## config.mk

```make
export PLATFORM = sky130hd
export DESIGN_NAME = led_strip_tx
export DESIGN_NICKNAME = d
export VERILOG_FILES = /design/src/rtl/led_strip_pkg.sv /design/src/rtl/led_bit_gen.sv /design/src/rtl/led_strip_tx.sv
export SDC_FILE = /design/constraint.sdc
export NUM_CORES = 1
export LEC_CHECK = 0
export ABC_AREA = 1
export BUFFER_PORTS_ARGS = -buffer_cell sky130_fd_sc_hd__buf_2
export CAP_MARGIN = 10
export CORE_UTILIZATION = 40
export DETAILED_ROUTE_END_ITERATION = 12
export GPL_ROUTABILITY_DRIVEN = 0
export GPL_TIMING_DRIVEN = 0
export PLACE_DENSITY = 0.66
export SETUP_SLACK_MARGIN = 0.02
export SYNTH_ARGS = -nofsm -noshare
export SYNTH_HDL_FRONTEND = slang
export SYNTH_SLANG_ARGS = --single-unit
```

## constraint.sdc

```tcl
create_clock -name i_clk -period 1.65 [get_ports i_clk]
set_input_delay 0.33 -clock i_clk [delete_from_list [all_inputs] [get_ports i_clk]]
set_output_delay 0.33 -clock i_clk [all_outputs]
set_load 0.02 [all_outputs]
```

## src/rtl/led_strip_pkg.sv

```systemverilog
// Shared FSM encoding and time-to-cycle conversion helpers for the LED strip transmitter.
// Cycle counts truncate toward zero so a bit never runs longer than its nominal time.
package led_strip_pkg;

    typedef enum logic [2:0] {
        ST_IDLE,
        ST_LOAD,
        ST_HIGH,
        ST_LOW,
        ST_LATCH
    } state_t;

    localparam longint NS_PER_S = 64'd1_000_000_000;
    localparam longint US_PER_S = 64'd1_000_000;

    function automatic int ns_to_cyc(input longint clk_hz, input longint ns);
        return int'((clk_hz * ns) / NS_PER_S);
    endfunction

    function automatic int us_to_cyc(input longint clk_hz, input longint us);
        return int'((clk_hz * us) / US_PER_S);
    endfunction

endpackage

```

## src/rtl/led_bit_gen.sv

```systemverilog
// One serial bit: line high for T0H/T1H cycles, then low until TBIT cycles from the start.
// o_bit_end warns one cycle early so the owner can place the next start in the final cycle.
module led_bit_gen #(
    parameter int TBIT = 62,
    parameter int T0H  = 15,
    parameter int T1H  = 40
) (
    input  logic i_clk,
    input  logic i_rst_n,
    input  logic i_start,
    input  logic i_bit,
    output logic o_line,
    output logic o_bit_end
);

    localparam int CW = $clog2(TBIT);

    logic [CW-1:0] cnt;
    logic [CW-1:0] hi_len;
    logic          active;

    always_ff @(posedge i_clk or negedge i_rst_n) begin
        if (!i_rst_n) begin
            cnt    <= '0;
            hi_len <= '0;
            active <= 1'b0;
            o_line <= 1'b0;
        end else if (i_start) begin
            cnt    <= '0;
            hi_len <= i_bit ? CW'(T1H) : CW'(T0H);
            active <= 1'b1;
            o_line <= 1'b1;
        end else if (active) begin
            if (cnt == CW'(TBIT - 1)) begin
                cnt    <= '0;
                active <= 1'b0;
                o_line <= 1'b0;
            end else begin
                cnt    <= cnt + 1'b1;
                o_line <= (cnt + 1'b1) < hi_len;
            end
        end
    end

    assign o_bit_end = active && (cnt == CW'(TBIT - 2));

endmodule

```

## src/rtl/led_strip_tx.sv

```systemverilog
// Register-mapped LED strip transmitter: colour bytes plus a control register, serialised MSB
// first as fixed-period bits, followed by a low latch gap and a one-cycle done pulse.
module led_strip_tx
    import led_strip_pkg::*;
#(
    parameter int CLK_HZ    = 50_000_000,
    parameter int LED_COUNT = 8,
    parameter int T0H_NS    = 300,
    parameter int T1H_NS    = 800,
    parameter int TBIT_NS   = 1250,
    parameter int TRST_US   = 80,
    parameter int ADDR_W    = 8
) (
    input  logic              i_clk,
    input  logic              i_rst_n,
    input  logic              i_wr_n,
    input  logic [ADDR_W-1:0] i_addr,
    input  logic [7:0]        i_data,
    output logic [7:0]        o_data,
    output logic              o_busy,
    output logic              o_done,
    output logic              o_sk
);

    localparam int NBYTES = 3 * LED_COUNT;
    localparam int NBITS  = 24 * LED_COUNT;
    localparam int BW     = $clog2(NBYTES);
    localparam int NW     = $clog2(NBITS + 1);
    localparam int TBIT_C = ns_to_cyc(CLK_HZ, TBIT_NS);
    localparam int T0H_C  = ns_to_cyc(CLK_HZ, T0H_NS);
    localparam int T1H_C  = ns_to_cyc(CLK_HZ, T1H_NS);
    localparam int TRST_C = us_to_cyc(CLK_HZ, TRST_US);
    localparam int LW     = $clog2(TRST_C + 1);
    localparam logic [ADDR_W-1:0] CTRL_ADDR = ADDR_W'(NBYTES);

    state_t                  state, state_d;
    logic [NBYTES-1:0][7:0]  mem;
    logic [BW-1:0]           byte_idx;
    logic [NW-1:0]           bit_cnt;
    logic [2:0]              bit_pos;
    logic [7:0]              shreg;
    logic [7:0]              cur_byte;
    logic                    due;
    logic [LW-1:0]           latch_cnt;
    logic                    done;

    logic wr, busy, is_col, start_wr;
    logic gen_start, gen_bit, gen_line, bit_end;
    logic load_byte, shift;

    assign wr       = !i_wr_n;
    assign busy     = (state != ST_IDLE);
    assign is_col   = (i_addr < CTRL_ADDR);
    assign start_wr = wr && !busy && (i_addr == CTRL_ADDR) && i_data[0];
    assign cur_byte = mem[byte_idx];

    always_comb begin
        if (i_addr == CTRL_ADDR) o_data = {7'b0, busy};
        else if (is_col)         o_data = mem[i_addr[BW-1:0]];
        else                     o_data = 8'h00;
    end

    // LOAD always lands in the final cycle of the previous bit (or straight after the start
    // write), so it fetches the byte and launches its MSB in the same cycle.
    always_comb begin
        state_d   = state;
        gen_start = 1'b0;
        gen_bit   = shreg[7];
        load_byte = 1'b0;
        shift     = 1'b0;
        case (state)
            ST_IDLE: if (start_wr) state_d = ST_LOAD;
            ST_LOAD: begin
                gen_start = 1'b1;
                gen_bit   = cur_byte[7];
                load_byte = 1'b1;
                state_d   = ST_HIGH;
            end
            ST_HIGH, ST_LOW: begin
                if (due) begin
                    gen_start = 1'b1;
                    shift     = 1'b1;
                    state_d   = ST_HIGH;
                end else if (bit_end) begin
                    if (bit_cnt == NW'(NBITS)) state_d = ST_LATCH;
                    else if (bit_pos == 3'd0)  state_d = ST_LOAD;
                end else if (state == ST_HIGH && !gen_line) begin
                    state_d = ST_LOW;
                end
            end
            ST_LATCH: if (latch_cnt == LW'(TRST_C)) state_d = ST_IDLE;
            default:  state_d = ST_IDLE;
        endcase
    end

    always_ff @(posedge i_clk or negedge i_rst_n) begin
        if (!i_rst_n) begin
            state     <= ST_IDLE;
            mem       <= '0;
            byte_idx  <= '0;
            bit_cnt   <= '0;
            bit_pos   <= '0;
            shreg     <= '0;
            due       <= 1'b0;
            latch_cnt <= '0;
            done      <= 1'b0;
        end else begin
            state <= state_d;
            done  <= (state == ST_LATCH) && (state_d == ST_IDLE);
            due   <= (state == ST_HIGH || state == ST_LOW) && bit_end &&
                     (bit_cnt != NW'(NBITS)) && (bit_pos != 3'd0);
            latch_cnt <= (state == ST_LATCH && state_d == ST_LATCH) ? latch_cnt + 1'b1 : '0;
            if (start_wr) begin
                byte_idx <= '0;
                bit_cnt  <= '0;
            end
            if (load_byte) begin
                shreg    <= {cur_byte[6:0], 1'b0};
                bit_pos  <= 3'd7;
                byte_idx <= byte_idx + 1'b1;
            end
            if (shift) begin
                shreg   <= {shreg[6:0], 1'b0};
                bit_pos <= bit_pos - 1'b1;
            end
            if (gen_start) bit_cnt <= bit_cnt + 1'b1;
            // Frame data is frozen while busy so the serialiser never sees a torn byte.
            if (wr && !busy && is_col) mem[i_addr[BW-1:0]] <= i_data;
        end
    end

    led_bit_gen #(
        .TBIT (TBIT_C),
        .T0H  (T0H_C),
        .T1H  (T1H_C)
    ) u_bit_gen (
        .i_clk     (i_clk),
        .i_rst_n   (i_rst_n),
        .i_start   (gen_start),
        .i_bit     (gen_bit),
        .o_line    (gen_line),
        .o_bit_end (bit_end)
    );

    assign o_busy = busy;
    assign o_done = done;
    assign o_sk   = gen_line;

endmodule

```

==> results.yml <==
outcome:
  status: "finished, violations left"
  failed_checks: "hold timing, setup timing"
floorplanning:
  die_h_um: 184
  start_util_pct: 40.8
  num_io_pins: 30
  dieArea_um2: 34000
  die_width_um: 184
  coreArea_um2: 32600
  row_count: 66
synthesis:
  synth_edf_count: 0
  synthTopCellsByCount: "nand2_1 (445), dfrtp_1 (243), o21ai_0 (223), inv_1 (136), nor2_1 (101)"
  synth.distinct_cells: 40
  yosys_register_bits: 243
  netlist_area_um2: 13300
  yosysWarningCount: 0
  synthFlopType: "dfrtp_1"
  yosysMostFrequentCell: "nand2_1"
  syn_inst: 1685
  avgSynthCellArea_um2: 7.90
  seq_area_frac_synth_pct: 45.7
  async_reset_ff_share_pct: 100
  synth_area_leader_cell: "dfrtp_1"
  synth_top_area_share_pct: 45.7
  synthTopCellsByArea: "dfrtp_1 (46%), nand2_1 (13%), o21ai_0 (8.4%), inv_1 (3.8%), a22oi_1 (3.3%)"
  syn-num-nets: 1718
worst_setup_path:
  startpoint_type: "flip-flop"
  cp_common_cell: "nor2_2"
  cp_max_fo: 2
  endpoint_kind: "output pin"
  critical_path_class: "reg -> out"
  arrival_ns: 2.12
  cp_slowest_stage_delay_ns: 0.39
  crit_chain: "inv_1 > o21ai_0 > o21ai_1 > nand3_1 > nor2_2 > nor2_2 > buf_6"
  crit_slowest_cell: "dfrtp_1"
  cp_data_required_time_ns: 1.32
route:
  met3WireLength_um: 6650
  routed.top_layer: "met4"
  drt-met1-wl_um: 20800
  drcViolationCount: 0
  vias: 14400
  firstDrtPassIters: 8
  wire_per_inst_um: 23.7
  viasPerCell: 6.08
  final_antenna_net_count: 0
  routed_wl_um: 56100
  wl_met2_um: 24100
  drt_iter0_markers: 2183
layout:
  final_area_um2: 19400
  seq_area_um2: 6090
  drive_gt1_share_pct: 41.2
  final_net_count: 1932
  n_fill_cell: 2592
  n_antenna_cell: 0
  final_cells: 2363
  syn2layout_area_growth_pct: 45.8
  multi_input_area_um2: 7990
  final_core_util_pct: 59.5
timing:
  relSlewSlack_pct: 19.0
  setup_viol: 212
  whs_ns: -0.293
  tightest_slew_ns: 1.21
  min_period_over_period_pct: 148
  period_needed_ns: 2.45
  grt_setup_unrepaired: "yes"
  finalWorstSetupSlack_ns: -0.800
  hold_viol: 65
  worst_clock_skew_ns: 0.0142
  drv_slew: 0
  timing.fmax_ghz: 0.408
clocking:
  cts_tree: "built"
  clk_path_buf_depth: 3
  cts_made_buffers: 29
  clk_pin_slew_ns: 0.06
  cts.sinks: 243
  cts-root-buf: "clkbuf_16"
  insertion_delay_ns: 0.58
  htreeDepth: 1
hold_path:
  holdCritPathClass: "in -> async"
grt:
  grt_max_degree: 109
  first_global_vias: 13400
  grt_antenna_before_repair: 0
  grt.overflow.total: 0
  gr-usage-all-layers_pct: 31.2
  grt_pass1_wl_um: 79700
power_and_ir_drop:
  total_power_mw: 13.5
  power_density_nw_per_um2: 698
  peakVddDrop_mv: 0.726
  p_leak_nw: 8.63
placement:
  dpl_cell_area_um2: 14300
  dp.cells: 2158
  pre_cts_ws_ns: -0.949
  dp_hpwl_um: 33100
  portBuffers: 29
job:
  cap_violations: 0
[critical path: cells and delay by family (launching register included)]
family	cells	cell delay [ns]
buf+inv	2	0.23
compound gates	2	0.52
flops	1	0.39
simple gates	3	0.39
[registers in the layout, indices dropped and copies added, names as in the netlist, 5 cells and up]
signal and cells:
u_bit_gen.cnt 6, mem 192, shreg 7, byte_idx 5
bit_cnt 8, latch_cnt 12
[report_power, final]
group,leakage [nW],internal [mW],total (mW),switching (mW)
Combinational,4.80,0.147,0.715,0.568
Sequential,3.33,5.96,5.97,0.00400
Clock,0.499,4.14,6.87,2.73
Total,8.63,10.2,13.5,3.30
[cell families (layout without fill, tap and decap cells)]
group / count (synthesis) / in the layout / share of synthesized area [%]
flops: 243 / 243 / 45.7
buf+inv: 252 / 488 / 8.79
simple gates: 695 / 695 / 23.4
fa+ha+maj: 14 / 14 / 1.32
compound gates: 469 / 469 / 20.0
xor+xnor: 12 / 12 / 0.789
[metal layers]
metal	up-vias	global-route usage [%]
met2	1062	46.7
met3	367	9.46
met5	-	0
met1	6836	39.9
met4	0	18.1
li1	6112	-
[stage by stage]
stage / hold WS, ns / setup TNS, ns
floorplan: 0.0344 / -0.169
global placement: 0.449 / -1137.07
detailed placement: 0.321 / -119.23
CTS: -0.263 / -58.53
global route: -0.241 / -78.50
finish: -0.293 / -63.88
[area by class of cell]
type                       instances  area share (%)
buffer                           104            6.06
clock buffer                      42            4.30
clock inverter                    11           0.896
inverter                         146            2.99
multi-input combinational       1190            41.1
sequential                       243            31.4
tap                              442            2.85
timing repair buffer             184            10.4
timing repair inverter             1          0.0322
[repair_timing]
action / 4_1_cts / 5_1_grt
hold endpoints to repair: 65 / 65
endpoints found under the setup margin: 245 / 243
resized for setup: 562 / 334
setup buffers: 79 / 48
cloned: 25 / 4
pin swaps: 91 / 107
[final timing paths]
kind,start,end,slack (ns),depth (start not counted)
hold / removal,i_rst_n,mem[91]$_DFFE_PN0P_,-0.29,1
setup / recovery,mem[159]$_DFFE_PN0P_,o_data[7],-0.80,7
setup reg to reg,byte_idx[0]$_DFFE_PN0P_,shreg[1]$_DFFE_PN0P_,-0.76,12
hold reg to reg,u_bit_gen.hi_len[3]$_DFFE_PN0P_,u_bit_gen.hi_len[3]$_DFFE_PN0P_,0.47,2
min in group i_clk,i_data[4],mem[140]$_DFFE_PN0P_,0.15,3
max in group asynchronous,i_rst_n,mem[185]$_DFFE_PN0P_,0.58,3
[layout by cell type, fill, tap and decap left out, types with 27 or more instances in the layout]
| cell | netlist | routed |
|---|---|---|
| nand3_1 | 84 | 58 |
| buf_8 | 0 | 27 |
| nand2_2 | 0 | 113 |
| o21ai_0 | 223 | 57 |
| inv_2 | 8 | 28 |
| inv_1 | 136 | 110 |
| o21ai_1 | 85 | 103 |
| buf_4 | 3 | 75 |
| buf_6 | 26 | 90 |
| dfrtp_1 | 243 | 235 |
| o211ai_1 | 36 | 36 |
| nand2_4 | 24 | 31 |
| nor2_1 | 101 | 76 |
| clkbuf_16 | 0 | 39 |
| o21ai_2 | 0 | 142 |
| nand2_1 | 445 | 300 |
| a22oi_1 | 58 | 46 |
(Power assumes the default switching activity.)
